`src/rtl/ram_port_arbiter_pkg.sv`:
```
// ram_arb_pkg: shared types and defaults for the two-requester RAM port arbiter.
package ram_arb_pkg;

    localparam int ADDR_W_DEF = 4;
    localparam int DATA_W_DEF = 8;

    // Arbiter FSM states
    typedef enum logic [2:0] {
        IDLE,
        WR_ISSUE,
        RD_ISSUE,
        RD_WAIT,
        ACK
    } arb_state_e;

    // Requester identifiers, also used as the round-robin history bit
    typedef enum logic {
        REQ_A = 1'b0,
        REQ_B = 1'b1
    } req_id_e;

endpackage

```
`src/rtl/ram_port_arbiter_if.sv`:
```
// ram_port_arbiter_if: requester A/B handshakes plus the RAM strobe/address/data bus.
// slave  = arbiter side, master = client logic and RAM side.
interface ram_port_arbiter_if
    import ram_arb_pkg::*;
#(
    parameter int ADDR_W = ADDR_W_DEF,
    parameter int DATA_W = DATA_W_DEF
);
    // Requester A
    logic              a_req;
    logic              a_we;
    logic [ADDR_W-1:0] a_addr;
    logic [DATA_W-1:0] a_wdata;
    logic              a_ack;
    logic [DATA_W-1:0] a_rdata;
    // Requester B
    logic              b_req;
    logic              b_we;
    logic [ADDR_W-1:0] b_addr;
    logic [DATA_W-1:0] b_wdata;
    logic              b_ack;
    logic [DATA_W-1:0] b_rdata;
    // RAM side
    logic              WriteReady;
    logic              ReadReady;
    logic              write;
    logic              read;
    logic [ADDR_W-1:0] WriteAddr;
    logic [ADDR_W-1:0] ReadAddr;
    logic [DATA_W-1:0] WriteData;
    logic [DATA_W-1:0] ReadData;
    // Status
    logic              err;

    modport slave (
        input  a_req, a_we, a_addr, a_wdata,
        output a_ack, a_rdata,
        input  b_req, b_we, b_addr, b_wdata,
        output b_ack, b_rdata,
        input  WriteReady, ReadReady, ReadData,
        output write, read, WriteAddr, ReadAddr, WriteData,
        output err
    );

    modport master (
        output a_req, a_we, a_addr, a_wdata,
        input  a_ack, a_rdata,
        output b_req, b_we, b_addr, b_wdata,
        input  b_ack, b_rdata,
        output WriteReady, ReadReady, ReadData,
        input  write, read, WriteAddr, ReadAddr, WriteData,
        input  err
    );

endinterface

```
`src/rtl/ram_port_arbiter_rr_arb2.sv`:
```
// rr_arb2: two-way round-robin picker, pure combinational logic.
// On a tie the requester that did not win last time is chosen.
module rr_arb2
    import ram_arb_pkg::*;
(
    input  logic [1:0] req,
    input  req_id_e    last_grant,
    output req_id_e    grant
);

    // Select the sole requester, or alternate against last_grant on a tie
    always_comb begin
        // NOTE: a default assignment first keeps every path assigned, so no latch is inferred.
        grant = REQ_A;
        case (req)
            2'b10:   grant = REQ_B;
            2'b11:   grant = (last_grant == REQ_A) ? REQ_B : REQ_A;
            default: grant = REQ_A;
        endcase
    end

endmodule

```
`src/rtl/ram_port_arbiter.sv`:
```
// ram_port_arbiter: serialises single accesses from requesters A and B onto one RAM
// write/read port pair with round-robin priority.
// Optional read watchdog: define RAM_ARB_TIMEOUT_EN to build the TIMEOUT_CYC counter
// and the sticky err flag; otherwise err is tied low and reads wait indefinitely.
module ram_port_arbiter
    import ram_arb_pkg::*;
#(
    parameter int ADDR_W      = ADDR_W_DEF,
    parameter int DATA_W      = DATA_W_DEF,
    parameter int TIMEOUT_CYC = 64
) (
    input  logic               clock,
    input  logic               reset,
    ram_port_arbiter_if.slave  bus
);

    arb_state_e        r_state;
    req_id_e           r_gnt;
    req_id_e           r_last_grant;
    logic [ADDR_W-1:0] r_wr_addr;
    logic [ADDR_W-1:0] r_rd_addr;
    logic [DATA_W-1:0] r_wr_data;
    logic [DATA_W-1:0] r_a_rdata;
    logic [DATA_W-1:0] r_b_rdata;
    logic              r_a_ack;
    logic              r_b_ack;

    logic [1:0]        w_req;
    req_id_e           w_grant;
    logic              w_sel_we;
    logic [ADDR_W-1:0] w_sel_addr;
    logic [DATA_W-1:0] w_sel_wdata;
    logic              w_write;
    logic              w_read;

`ifdef RAM_ARB_TIMEOUT_EN
    localparam int              TMO_W    = $clog2(TIMEOUT_CYC + 1);
    localparam logic [TMO_W-1:0] TMO_LAST = TMO_W'(TIMEOUT_CYC - 1);
    logic [TMO_W-1:0]           r_tmo_cnt;
    logic                       r_err;
`else
    // TIMEOUT_CYC only matters to the watchdog; fold it here so it stays referenced.
    logic w_unused_tmo;
    assign w_unused_tmo = ^TIMEOUT_CYC;
`endif

    assign w_req = {bus.b_req, bus.a_req};

    rr_arb2 u_rr_arb2 (
        .req        (w_req),
        .last_grant (r_last_grant),
        .grant      (w_grant)
    );

    // Winner's request fields, latched in IDLE
    assign w_sel_we    = (w_grant == REQ_B) ? bus.b_we    : bus.a_we;
    assign w_sel_addr  = (w_grant == REQ_B) ? bus.b_addr  : bus.a_addr;
    assign w_sel_wdata = (w_grant == REQ_B) ? bus.b_wdata : bus.a_wdata;

    // Strobes follow the ready inputs within the issue cycle so the RAM sees them the
    // cycle it becomes ready; reset masks them immediately so an aborted access never
    // presents a strobe while reset is high.
    assign w_write = !reset && (r_state == WR_ISSUE) && bus.WriteReady;
    assign w_read  = !reset && (((r_state == RD_ISSUE) && bus.ReadReady) ||
                                (r_state == RD_WAIT));

    // Arbitration FSM with registered acks, addresses, write data and read data
    always_ff @(posedge clock) begin
        if (reset) begin
            r_state      <= IDLE;
            r_gnt        <= REQ_A;
            r_last_grant <= REQ_B;
            r_wr_addr    <= '0;
            r_rd_addr    <= '0;
            r_wr_data    <= '0;
            r_a_rdata    <= '0;
            r_b_rdata    <= '0;
            r_a_ack      <= 1'b0;
            r_b_ack      <= 1'b0;
`ifdef RAM_ARB_TIMEOUT_EN
            r_tmo_cnt    <= '0;
            r_err        <= 1'b0;
`endif
        end else begin
            // NOTE: non-blocking assignments so every register samples pre-edge values.
            r_a_ack <= 1'b0;
            r_b_ack <= 1'b0;
            case (r_state)
                IDLE: begin
                    if (|w_req) begin
                        r_gnt        <= w_grant;
                        r_last_grant <= w_grant;
                        if (w_sel_we) begin
                            r_wr_addr <= w_sel_addr;
                            r_wr_data <= w_sel_wdata;
                            r_state   <= WR_ISSUE;
                        end else begin
                            r_rd_addr <= w_sel_addr;
                            r_state   <= RD_ISSUE;
`ifdef RAM_ARB_TIMEOUT_EN
                            r_tmo_cnt <= '0;
`endif
                        end
                    end
                end
                WR_ISSUE: begin
                    if (bus.WriteReady) begin
                        r_state <= ACK;
                        r_a_ack <= (r_gnt == REQ_A);
                        r_b_ack <= (r_gnt == REQ_B);
                    end
                end
                RD_ISSUE, RD_WAIT: begin
                    if (bus.ReadReady) begin
                        if (r_state == RD_ISSUE) begin
                            r_state <= RD_WAIT;
`ifdef RAM_ARB_TIMEOUT_EN
                            r_tmo_cnt <= '0;
`endif
                        end else begin
                            if (r_gnt == REQ_A) r_a_rdata <= bus.ReadData;
                            else                r_b_rdata <= bus.ReadData;
                            r_state <= ACK;
                            r_a_ack <= (r_gnt == REQ_A);
                            r_b_ack <= (r_gnt == REQ_B);
                        end
                    end
`ifdef RAM_ARB_TIMEOUT_EN
                    else if (r_tmo_cnt == TMO_LAST) begin
                        // Watchdog expiry: give up on the RAM and complete with zero data
                        if (r_gnt == REQ_A) r_a_rdata <= '0;
                        else                r_b_rdata <= '0;
                        r_err   <= 1'b1;
                        r_state <= ACK;
                        r_a_ack <= (r_gnt == REQ_A);
                        r_b_ack <= (r_gnt == REQ_B);
                    end else begin
                        r_tmo_cnt <= r_tmo_cnt + 1'b1;
                    end
`endif
                end
                ACK:     r_state <= IDLE;
                default: r_state <= IDLE;
            endcase
        end
    end

    assign bus.write     = w_write;
    assign bus.read      = w_read;
    assign bus.WriteAddr = r_wr_addr;
    assign bus.ReadAddr  = r_rd_addr;
    assign bus.WriteData = r_wr_data;
    assign bus.a_ack     = r_a_ack;
    assign bus.b_ack     = r_b_ack;
    assign bus.a_rdata   = r_a_rdata;
    assign bus.b_rdata   = r_b_rdata;
`ifdef RAM_ARB_TIMEOUT_EN
    assign bus.err       = r_err;
`else
    assign bus.err       = 1'b0;
`endif

endmodule

```
`src/flat_wrapper.sv`:
```
// flat-port wrapper written by rule: the top's interface ports become plain ports
module ram_port_arbiter_flat import ram_arb_pkg::*;
#(
    parameter int ADDR_W      = ADDR_W_DEF,
    parameter int DATA_W      = DATA_W_DEF,
    parameter int TIMEOUT_CYC = 64
)
  (clock, reset, bus_a_req, bus_a_we, bus_a_addr, bus_a_wdata, bus_a_ack, bus_a_rdata, bus_b_req, bus_b_we, bus_b_addr, bus_b_wdata, bus_b_ack, bus_b_rdata, bus_WriteReady, bus_ReadReady, bus_ReadData, bus_write, bus_read, bus_WriteAddr, bus_ReadAddr, bus_WriteData, bus_err);
  ram_port_arbiter_if #(.ADDR_W(ADDR_W), .DATA_W(DATA_W)) bus_i ();
  input  logic clock;
  input  logic reset;
  input wire logic [$bits(bus_i.a_req)-1:0] bus_a_req;
  input wire logic [$bits(bus_i.a_we)-1:0] bus_a_we;
  input wire logic [$bits(bus_i.a_addr)-1:0] bus_a_addr;
  input wire logic [$bits(bus_i.a_wdata)-1:0] bus_a_wdata;
  output wire logic [$bits(bus_i.a_ack)-1:0] bus_a_ack;
  output wire logic [$bits(bus_i.a_rdata)-1:0] bus_a_rdata;
  input wire logic [$bits(bus_i.b_req)-1:0] bus_b_req;
  input wire logic [$bits(bus_i.b_we)-1:0] bus_b_we;
  input wire logic [$bits(bus_i.b_addr)-1:0] bus_b_addr;
  input wire logic [$bits(bus_i.b_wdata)-1:0] bus_b_wdata;
  output wire logic [$bits(bus_i.b_ack)-1:0] bus_b_ack;
  output wire logic [$bits(bus_i.b_rdata)-1:0] bus_b_rdata;
  input wire logic [$bits(bus_i.WriteReady)-1:0] bus_WriteReady;
  input wire logic [$bits(bus_i.ReadReady)-1:0] bus_ReadReady;
  input wire logic [$bits(bus_i.ReadData)-1:0] bus_ReadData;
  output wire logic [$bits(bus_i.write)-1:0] bus_write;
  output wire logic [$bits(bus_i.read)-1:0] bus_read;
  output wire logic [$bits(bus_i.WriteAddr)-1:0] bus_WriteAddr;
  output wire logic [$bits(bus_i.ReadAddr)-1:0] bus_ReadAddr;
  output wire logic [$bits(bus_i.WriteData)-1:0] bus_WriteData;
  output wire logic [$bits(bus_i.err)-1:0] bus_err;
  assign bus_i.a_req = bus_a_req;
  assign bus_i.a_we = bus_a_we;
  assign bus_i.a_addr = bus_a_addr;
  assign bus_i.a_wdata = bus_a_wdata;
  assign bus_a_ack = bus_i.a_ack;
  assign bus_a_rdata = bus_i.a_rdata;
  assign bus_i.b_req = bus_b_req;
  assign bus_i.b_we = bus_b_we;
  assign bus_i.b_addr = bus_b_addr;
  assign bus_i.b_wdata = bus_b_wdata;
  assign bus_b_ack = bus_i.b_ack;
  assign bus_b_rdata = bus_i.b_rdata;
  assign bus_i.WriteReady = bus_WriteReady;
  assign bus_i.ReadReady = bus_ReadReady;
  assign bus_i.ReadData = bus_ReadData;
  assign bus_write = bus_i.write;
  assign bus_read = bus_i.read;
  assign bus_WriteAddr = bus_i.WriteAddr;
  assign bus_ReadAddr = bus_i.ReadAddr;
  assign bus_WriteData = bus_i.WriteData;
  assign bus_err = bus_i.err;
  ram_port_arbiter #(.ADDR_W(ADDR_W), .DATA_W(DATA_W), .TIMEOUT_CYC(TIMEOUT_CYC)) u_core (.clock(clock), .reset(reset), .bus(bus_i));
endmodule
```
`config.mk`:
```
export PLATFORM = sky130hd
export DESIGN_NAME = ram_port_arbiter_flat
export DESIGN_NICKNAME = d
export VERILOG_FILES = /design/src/rtl/ram_port_arbiter_pkg.sv /design/src/rtl/ram_port_arbiter_if.sv /design/src/rtl/ram_port_arbiter_rr_arb2.sv /design/src/rtl/ram_port_arbiter.sv /design/src/flat_wrapper.sv
export SDC_FILE = /design/constraint.sdc
export NUM_CORES = 1
export LEC_CHECK = 0
export BUFFER_PORTS_ARGS = -buffer_cell sky130_fd_sc_hd__buf_4
export CAP_MARGIN = 30
export CELL_PAD_IN_SITES_DETAIL_PLACEMENT = 0
export CELL_PAD_IN_SITES_GLOBAL_PLACEMENT = 1
export CORE_ASPECT_RATIO = 1.75
export CORE_UTILIZATION = 35
export DETAILED_ROUTE_END_ITERATION = 8
export PLACE_DENSITY_LB_ADDON = 0.1
export SLEW_MARGIN = 0
export SYNTH_ARGS = -nofsm -noshare
export SYNTH_HDL_FRONTEND = slang
export SYNTH_SLANG_ARGS = --single-unit
```
`constraint.sdc`:
```
create_clock -name clock -period 2.15 [get_ports clock]
set_clock_uncertainty 0.2 [all_clocks]
set_input_delay 0.1075 -clock clock [delete_from_list [all_inputs] [get_ports clock]]
set_output_delay 0.1075 -clock clock [all_outputs]
set_load 0.02 [all_outputs]
```
==> impl_metrics.yaml, run 1 <==
run_status:
  outcome: "complete, but fails checks"
  violations: "DRC"
floorplanning:
  die_h_um: 98.2
  coreArea_mm2: 0.00502
  die-area_mm2: 0.00560
  ios: 77
  die_w_um: 57.0
  num_rows: 34
  initial_core_util_pct: 36.9
sta:
  setup_tns_ns: 0
  finalWorstPathRequiredPeriod_ns: 2.07
  rsz0062_at_grt: "no"
  relSlewSlack_pct: 67.1
  drv_slew: 0
  setup_slack_ns: 0.0806
  tightest_slew_ns: 0.481
  min_period_over_period_pct: 96.3
  hold_violations: 0
  setup_viol: 0
  fmax_ghz: 0.483
pwr:
  p_seq_share_pct: 43.1
  irDropWorstVdd_v: 0.000519
  p_leak_uw: 0.00117
  sw_frac_of_total_pct: 33.7
  p_int_uw: 1330
  power_density_mw_per_mm2: 753
  power.share.clock_pct: 24.6
  p_switching_uw: 676
  p_total_uw: 2010
  pwr-share-comb_pct: 32.3
clocking:
  clkLatencyLatePin_ns: 0.28
  cts_buffer_depth: 2
  cts_buffers: 5
  cts_root_buffer: "clkbuf_8"
  postCtsSetupRepairBufs: 0
  cts_tree: "yes"
  htreeDepth: 2
  cts_sinks: 39
  clkSlewWorstSetupHoldPaths_ns: 0.08
setup_path:
  crit_type: "flop to flop"
  critPathMaxFanout: 13
  max_stage_delay_ns: 0.56
  cp.buffers_inverters: 2
  worst_ep_arrival_time_ns: 2.07
  required_ns: 2.15
  critPathTopFamily: "buffers and inverters"
  endpoint_kind: "flop"
  slowest_stage: "dlygate4sd3_1"
  crit_chain: "a21bo_2 -> buf_4 -> mux2i_1 -> dlygate4sd3_1 -> a311oi_1"
  start_kind: "flop"
drt:
  via_count: 1698
  antenna_left: 0
  routed_wirelength_um: 4750
  wl_per_cell_um: 14.3
  dr.pass1.iters: 6
  drt-initial-drc-count: 26
  route.detailed.drc: 12
  vias_per_cell: 5.10
final_layout:
  final_cell_mix: "80 x buf_4, 39 x dfxtp_1, 24 x nand3b_1"
  layout_commonest_cell: "buf_4"
  syn_to_final_growth_pct: 43.9
  post-route-util_pct: 53.1
  finalNetCount: 318
  diodes: 0
  drive_gt1_share_pct: 37.6
synthesis:
  seq_area_frac_synth_pct: 42.2
  syn_area_per_cell_um2: 9.59
  syn-instance-count: 193
  yosys_warnings: 0
  syn-num-nets: 233
  netlist_area_mm2: 0.00185
  ys_types: 35
  synth-seq-cells: 39
placed_design:
  pre_cts_ws_ns: 0.493
  hpwl_um: 3370
  portBuffers: 75
  gp_congestion: 0.764
global_routing:
  overflow: 0
  grtUsageTotal_pct: 17.0
  grt_pass1_vias: 1645
  grt_max_degree: 38
  grt_pass1_wl_um: 7580
  grt_antenna_before_repair: 0
worst_hold_path:
  hold_class: "primary input to flop"
run:
  drv_cap: 0
==> kinds of logic after synthesis <==
kind of cell,count (synthesis),synth area share [%]
other,1,0.203
multiplexers,21,11.6
flip-flops,39,42.2
AND/OR/NAND/NOR,58,18.9
AO/OA/AOI/OAI,45,19.9
buffers and inverters,29,7.16
==> area by class of cell <==
class	count	area (um^2)
multi-input combinational	125	943
sequential	39	781
clock inverter	3	20.0
clock buffer	5	68.8
tap	54	67.6
inverter	14	52.6
timing repair buffer	93	731
fill	498	2360
==> flip-flops by register name, indices dropped and copies added (netlist names) <==
name                  flops
u_core.bus.a_rdata        8
u_core.bus.b_rdata        8
u_core.r_last_grant       1
u_core.bus.WriteAddr      4
u_core.bus.WriteData      8
u_core.bus.b_ack          1
u_core.bus.a_ack          1
u_core.bus.ReadAddr       4
u_core.r_gnt              1
u_core.r_state            3
==> synthesized netlist by cell type (all sizes together) <==
cell / number / area share (%)
o21bai: 1 / 0.41
conb: 1 / 0.20
nor3: 2 / 0.81
mux2i: 20 / 11
and2: 1 / 0.34
a221o: 1 / 0.54
buf: 9 / 3.1
dfxtp: 39 / 42
nand2: 5 / 1.0
a2111oi: 1 / 0.47
nor2: 19 / 3.9
clkbuf: 6 / 1.2
inv: 14 / 2.8
nand3b: 24 / 9.7
o32ai: 1 / 1.5
nand2b: 2 / 1.1
a22oi: 1 / 0.41
a21oi: 17 / 4.6
nor2b: 3 / 1.0
a211oi: 12 / 7.6
a21bo: 1 / 0.54
a32o: 1 / 0.54
nand4: 1 / 0.68
a21boi: 1 / 0.41
nor3b: 1 / 0.41
a311oi: 4 / 1.9
mux2: 1 / 0.81
o21ai: 4 / 1.1
==> timing repair <==
item	CTS	global route
setup endpoints to repair	0	1
hold buffers	13	0
gates resized for setup	0	1
endpoints found under the hold margin	21	0
==> tightest hold or removal path: cells and delay by family <==
family | cells | cell delay [ns]
compound gates | 1 | 0.10
mux | 1 | 0.12
buf+inv | 1 | 0.11
==> metal layers <==
metal  track usage (%)  vias up  routed length, um
li1                  -      847                  -
met5                 0        -                  0
met2              32.0       54               2620
met3              2.91        2                227
met4              5.63        0                 31
met1              18.5      795               1870
==> path summary, 6_finish.rpt <==
path                                                      startpoint                                   end  slack (ns)  depth (start not counted)
worst min register to register  u_core.bus.WriteAddr[3]$_SDFFE_PP0P_  u_core.bus.WriteAddr[3]$_SDFFE_PP0P_        0.26                          2
worst max-delay path                u_core.r_last_grant$_SDFFE_PP1N_   u_core.bus.ReadAddr[1]$_SDFFE_PP0P_        0.08                          5
worst max register to register      u_core.r_last_grant$_SDFFE_PP1N_   u_core.bus.ReadAddr[1]$_SDFFE_PP0P_        0.08                          5
worst min-delay path                                   bus_b_addr[2]   u_core.bus.ReadAddr[2]$_SDFFE_PP0P_       0.003                          3
==> power groups by stage <==
| stage | logic, uW | registers [uW] | clock network [uW] |
|---|---|---|---|
| global route | 698 | 874 | 535 |
| CTS | 649 | 865 | 514 |
| detailed placement | 627 | 881 | 0 |
| global placement | 623 | 881 | 0 |
| finish | 648 | 865 | 494 |
| floorplan | 330 | 939 | 0 |
==> stage by stage <==
stage	hold slack, ns	cell area, um^2	instances
final	0.00344	2660	333
after global routing	0.0207	2660	333
after CTS	0.00116	2660	333
after detailed placement	0.158	2440	312
after global placement	0.147	2440	312
after floorplan	0.0514	1850	193
Power figures use the tool's default switching activity.
==> run 2, diff against run 1 <==
--- a/config.mk
+++ b/config.mk
@@ -12,6 +12,7 @@
 export CORE_ASPECT_RATIO = 1.75
 export CORE_UTILIZATION = 35
 export DETAILED_ROUTE_END_ITERATION = 8
+export HOLD_SLACK_MARGIN = 0.05
 export PLACE_DENSITY_LB_ADDON = 0.1
 export SLEW_MARGIN = 0
 export SYNTH_ARGS = -nofsm -noshare
==> run 2 against run 1 <==
Net effect: the flow still finishes with violations (DRC); worst setup slack improved by 0.27 ns; sequential power about the same; cell area increased by 1.9%; cell count increased by 1.5%; register-to-register slack improved by 0.40 ns; first-iteration DRC count increased by 35%; non-clock buffer count increased by 5; critical endpoint is now u_core.bus.WriteData[7]$_SDFFE_PP0P_; largest cell class unchanged; highest routed layer unchanged.
==> impl_metrics.yaml, run 2 (same netlist as run 1, synthesis figures left out) <==
floorplanning:
  die_w_um: 57.0
  num_rows: 34
  coreArea_mm2: 0.00502
  initial_core_util_pct: 36.9
  die_h_um: 98.2
  die-area_mm2: 0.00560
  ios: 77
setup_path:
  worst_ep_arrival_time_ns: 1.76
  r2r_cells: 4
  r2r-start: "u_core.r_last_grant$_SDFFE_PP1N_"
  startpoint: "bus_a_req"
  rrSetupSlack_ns: 0.48
  max_stage_delay_ns: 0.54
  crit_chain: "dlygate4sd3_1 -> buf_4 -> a21bo_1 -> mux2_4 -> nand2b_4 -> a211oi_1"
  worstSetupEndpoint: "u_core.bus.WriteData[7]$_SDFFE_PP0P_"
  critPathMaxFanout: 12
  slowest_stage: "dlygate4sd3_1"
  cp.buffers_inverters: 2
  crit_type: "primary input to flop"
  path_depth: 6
  endpoint_kind: "flop"
  rr_endpoint: "u_core.bus.WriteData[7]$_SDFFE_PP0P_"
  critPathTopFamily: "buffers and inverters"
  start_kind: "primary input"
  required_ns: 2.11
sta:
  setup_tns_ns: 0
  finalWorstPathRequiredPeriod_ns: 1.80
  tightest_slew_ns: 0.481
  setup_viol: 0
  drv_slew: 0
  rsz0062_at_grt: "no"
  hold_violations: 0
  setup_slack_ns: 0.347
  relSlewSlack_pct: 67.1
  min_period_over_period_pct: 83.9
  fmax_ghz: 0.555
clocking:
  cts_resized: 0
  ctsHoldBuffers: 18
  cts_sinks: 39
  cts_root_buffer: "clkbuf_8"
  clkLatencyLatePin_ns: 0.28
  clkSlewWorstSetupHoldPaths_ns: 0.08
  postCtsSetupRepairBufs: 0
  htreeDepth: 2
  cts_tree: "yes"
  cts_buffer_depth: 2
  cts_buffers: 5
global_routing:
  grtUsageTotal_pct: 17.2
  overflow: 0
  grt_max_degree: 38
  grt_pass1_vias: 1670
  grt_antenna_before_repair: 0
  grt_pass1_wl_um: 7670
final_layout:
  diodes: 0
  register_area_um2: 781
  multi_input_area_um2: 943
  final_cell_mix: "80 x buf_4, 39 x dfxtp_1, 24 x nand3b_1"
  drive_gt1_share_pct: 36.6
  finalNetCount: 323
  fillers: 491
  syn_to_final_growth_pct: 46.6
  layout_commonest_cell: "buf_4"
placed_design:
  portBuffers: 75
  pre_cts_ws_ns: 0.493
  gp_congestion: 0.764
  hpwl_um: 3370
drt:
  via_count: 1724
  routed_wirelength_um: 4810
  wl_per_cell_um: 14.2
  dr.pass1.iters: 6
  vias_per_cell: 5.10
  antenna_left: 0
  route.detailed.drc: 13
  drt-initial-drc-count: 35
pwr:
  power_density_mw_per_mm2: 741
  irDropWorstVdd_v: 0.000522
  p_leak_uw: 0.00119
run_status:
  violations: "DRC"
  outcome: "complete, but fails checks"
worst_hold_path:
  hold_class: "primary input to flop"
run:
  drv_cap: 0
-- run 2: area by class of cell --
cell class | count | share of cell area [%]
inverters | 14 | 1.94
clock inverters | 3 | 0.738
well taps | 54 | 2.49
multi-input cells | 125 | 34.8
flip-flops and latches | 39 | 28.8
clock buffers | 5 | 2.54
repair buffers | 98 | 28.8
-- run 2: how the worst min path moves through the flow --
| stage | cells past startpoint | from | end |
|---|---|---|---|
| 6_report | 4 | bus_b_wdata[3] | u_core.bus.WriteData[3]$_SDFFE_PP0P_ |
| 3_3_place_gp | 3 | bus_ReadData[6] | u_core.bus.b_rdata[6]$_SDFFE_PP0P_ |
| 4_1_cts | 4 | bus_a_wdata[2] | u_core.bus.WriteData[2]$_SDFFE_PP0P_ |
| 3_5_place_dp | 3 | bus_ReadData[7] | u_core.bus.b_rdata[7]$_SDFFE_PP0P_ |
| 5_1_grt | 3 | bus_b_addr[3] | u_core.bus.ReadAddr[3]$_SDFFE_PP0P_ |
| 2_1_floorplan | 2 | bus_ReadData[0] | u_core.bus.b_rdata[0]$_SDFFE_PP0P_ |
-- run 2: power breakdown --
group          switching (uW)  internal [uW]  total [uW]
Sequential               61.9            803         865
Clock                     266            226         492
Combinational             347            306         653
Total                     676           1330        2010
-- run 2: tightest hold or removal path, stage by stage --
cell	delay, ns
buf_4	0.08
nand3b_1	0.09
a21oi_1	0.07
a211oi_2	0.17
-- run 2: routing by layer --
metal | vias up | part of all wire, % | track usage [%]
li1 | 857 | - | -
met1 | 813 | 39 | 18.6
met2 | 52 | 56 | 32.7
met3 | 2 | 4.5 | 2.91
met4 | 0 | 0.64 | 5.63
met5 | - | 0 | 0
-- run 2: through the flow --
| step | cells | area, um^2 | hold slack [ns] | utilization (%) | power (uW) |
|---|---|---|---|---|---|
| after detailed placement | 312 | 2440 | 0.158 | 48.7 | 1510 |
| after floorplan | 193 | 1850 | 0.0514 | - | 1270 |
| after global routing | 338 | 2710 | 0.0671 | 54.1 | 2110 |
| after global placement | 312 | 2440 | 0.147 | 48.7 | 1500 |
| after CTS | 338 | 2710 | 0.0591 | 54.1 | 2030 |
| final | 338 | 2710 | 0.0647 | 54.1 | 2010 |
==> run 3, diff against run 2 <==
--- a/config.mk
+++ b/config.mk
@@ -5,12 +5,13 @@
 export SDC_FILE = /design/constraint.sdc
 export NUM_CORES = 1
 export LEC_CHECK = 0
+export ABC_AREA = 1
 export BUFFER_PORTS_ARGS = -buffer_cell sky130_fd_sc_hd__buf_4
 export CAP_MARGIN = 30
 export CELL_PAD_IN_SITES_DETAIL_PLACEMENT = 0
 export CELL_PAD_IN_SITES_GLOBAL_PLACEMENT = 1
 export CORE_ASPECT_RATIO = 1.75
-export CORE_UTILIZATION = 35
+export CORE_UTILIZATION = 31
 export DETAILED_ROUTE_END_ITERATION = 8
 export HOLD_SLACK_MARGIN = 0.05
 export PLACE_DENSITY_LB_ADDON = 0.1
==> constraint.sdc (replaced) <==
create_clock -name clock -period 1.8 [get_ports clock]
set_clock_uncertainty 0.2 [all_clocks]
set_input_delay 0.09 -clock clock [delete_from_list [all_inputs] [get_ports clock]]
set_output_delay 0.09 -clock clock [all_outputs]
set_load 0.02 [all_outputs]
==> run 3 against run 2 <==
Net effect: the flow still finishes with violations (DRC); synthesized cell count rose by 28%; worst setup slack lost 0.23 ns; area after synthesis decreased by 8.2%; critical endpoint is now u_core.bus.ReadAddr[1]$_SDFFE_PP0P_; flip-flop and latch count is the same; register-to-register slack worse by 0.29 ns; non-clock buffer count rose by 16; via count grew 11%.
==> impl_metrics.yaml, run 3 <==
synthesis:
  synth_top_area_share_pct: 45.9
  synth_area_leaders: "dfxtp_1 46%, nand2_1 17%, nor2_1 8.4%"
  synth_edf_count: 0
  syn_area_per_cell_um2: 6.86
  seq_area_frac_synth_pct: 45.9
  yosysMostFrequentCell: "nand2_1"
  ys.flop_type: "dfxtp_1"
  async_flop_share_pct: 0
  yosys_warnings: 0
  yosys-top-cells-count: "76 x nand2_1, 39 x dfxtp_1, 38 x nor2_1"
  ys_types: 20
  syn-num-nets: 288
  synth-seq-cells: 39
  synth_area_leader_cell: "dfxtp_1"
  netlist_area_mm2: 0.00170
  syn-instance-count: 248
sta:
  fin_hold_ws_ns: 0.0323
  setup_tns_ns: 0
  finalWorstPathRequiredPeriod_ns: 1.68
  fmax_ghz: 0.595
  min_period_over_period_pct: 93.4
  rsz0062_at_grt: "no"
  hold_violations: 0
  drv_slew: 0
  setup_viol: 0
setup_path:
  required_ns: 1.80
  crit_type: "primary input to flop"
  cp.buffers_inverters: 3
  max_stage_delay_ns: 0.53
  r2r_cells: 7
  crit_chain: "dlygate4sd3_1 -> buf_4 -> nand2_2 -> nand2_4 -> clkinvlp_4 -> o21ai_0 -> nand2_1 -> nand2_1 -> nor2_1"
  worst_ep_arrival_time_ns: 1.68
  slowest_stage: "dlygate4sd3_1"
  critPathMaxFanout: 13
  critPathTopFamily: "buffers and inverters"
  rrSetupSlack_ns: 0.19
  start_kind: "primary input"
  crit_top_cell: "nand2_1"
  path_depth: 9
  endpoint_kind: "flop"
run_status:
  violations: "DRC"
  outcome: "complete, but fails checks"
global_routing:
  grt_pass1_wl_um: 7760
  overflow: 0
  grtUsageTotal_pct: 17.2
  grt_antenna_before_repair: 0
  grt_pass1_vias: 1848
  grt_max_degree: 26
final_layout:
  syn_to_final_growth_pct: 63.2
  finalNetCount: 399
  final_cell_mix: "81 x buf_4, 75 x nand2_1, 39 x dfxtp_1"
  layout_commonest_cell: "buf_4"
  fin_area_mm2: 0.00278
  diodes: 0
  drive_gt1_share_pct: 28.3
clocking:
  htreeDepth: 2
  clkSlewWorstSetupHoldPaths_ns: 0.08
  cts_tree: "yes"
  cts_sinks: 39
  cts_root_buffer: "clkbuf_8"
  cts_buffers: 5
  cts_buffer_depth: 2
  clkLatencyLatePin_ns: 0.29
run:
  drv_cap: 0
pwr:
  pwr-share-comb_pct: 40.4
  p_leak_uw: 0.00130
  p_int_uw: 1980
  p_switching_uw: 1190
  irDropWorstVdd_v: 0.000717
  power_density_mw_per_mm2: 1140
  p_seq_share_pct: 36.4
  sw_frac_of_total_pct: 37.5
  power.share.clock_pct: 23.2
drt:
  wl_per_cell_um: 11.6
  drt-initial-drc-count: 51
  route.detailed.drc: 6
  vias_per_cell: 4.59
  via_count: 1906
  antenna_left: 0
  dr.pass1.iters: 8
  routed_wirelength_um: 4830
floorplanning:
  die_w_um: 58.0
  num_rows: 35
  die_h_um: 100
  die-area_mm2: 0.00580
  coreArea_mm2: 0.00526
  initial_core_util_pct: 32.4
  ios: 77
placed_design:
  portBuffers: 75
  gp_congestion: 0.795
  placed_area_mm2: 0.00232
  hpwl_um: 3510
worst_hold_path:
  min_path_cells: 6
  hold_class: "primary input to flop"
run 3: changes by cell type after synthesis, moves of 4 or more:
| cell | previous run | this run |
|---|---|---|
| a211oi_2 | 10 | 0 |
| a21oi_1 | 17 | 21 |
| a311oi_1 | 4 | 0 |
| mux2i_1 | 20 | 0 |
| nand2_1 | 5 | 76 |
| nand3_1 | 0 | 26 |
| nand3b_1 | 24 | 0 |
| nor2_1 | 19 | 38 |
| o21ai_0 | 3 | 12 |
| or2_2 | 0 | 4 |
run 3: kinds of logic (layout without fill, tap and decap cells):
logic type / count (synthesis) / after routing / share of synthesized area [%]
AND/OR/NAND/NOR: 150 / 150 / 37.0
buffers and inverters: 24 / 136 / 6.70
flip-flops: 39 / 39 / 45.9
other: 1 / 1 / 0.221
AO/OA/AOI/OAI: 34 / 34 / 10.2
run 3: cell type report:
type	count	area (um^2)
repair buffers	114	938
multi-input cells	185	816
clock buffers	5	68.8
well taps	55	68.8
inverters	14	58.8
flip-flops and latches	39	781
clock inverters	3	43.8
fillers	541	2480
run 3: tightest hold or removal path: stages:
cell     delay (ns)
buf_4          0.08
or2_2          0.09
o21ai_1        0.07
nand2_1        0.06
nand2_1        0.04
nor2_1         0.07
run 3: timing repair:
item | in CTS | in global routing
buffers inserted | 0 | 0
hold buffers | 33 | 0
endpoints found under the hold margin | 39 | 0
gates resized for setup | 0 | 7
setup endpoints to repair | 0 | 14
run 3: final timing paths:
| kind | start | endpoint |
|---|---|---|
| min | bus_b_addr[2] | u_core.bus.ReadAddr[2]$_SDFFE_PP0P_ |
| max reg2reg | u_core.r_last_grant$_SDFFE_PP1N_ | u_core.bus.ReadAddr[1]$_SDFFE_PP0P_ |
| max | bus_a_req | u_core.bus.ReadAddr[1]$_SDFFE_PP0P_ |
| min reg2reg | u_core.bus.a_rdata[1]$_SDFFE_PP0P_ | u_core.bus.a_rdata[1]$_SDFFE_PP0P_ |
run 3: metal layers:
layer	global-route usage, %	part of all wire (%)	vias up
li1	-	-	1010
met1	16.4	36	827
met2	34.2	57	63
met3	3.35	4.9	6
met4	6.78	1.4	0
met5	0	0	-
run 3: power groups by stage:
| stage | logic [uW] | clock network (uW) | registers (uW) |
|---|---|---|---|
| 6_report | 1280 | 735 | 1150 |
| 5_1_grt | 1440 | 793 | 1180 |
| 4_1_cts | 1270 | 768 | 1150 |
| 3_5_place_dp | 1210 | 0 | 1170 |
| 3_3_place_gp | 1210 | 0 | 1170 |
| 2_1_floorplan | 607 | 0 | 1310 |
run 3: per-stage QoR:
stage / std cells / util [%] / total power [uW] / setup WS [ns]
after floorplan: 248 / - / 1920 / 0.321
after global placement: 374 / 44.1 / 2380 / 0.0837
after detailed placement: 374 / 44.1 / 2390 / 0.134
after CTS: 415 / 52.5 / 3190 / 0.0651
after global routing: 415 / 52.8 / 3410 / 0.000542
final: 415 / 52.8 / 3170 / 0.118
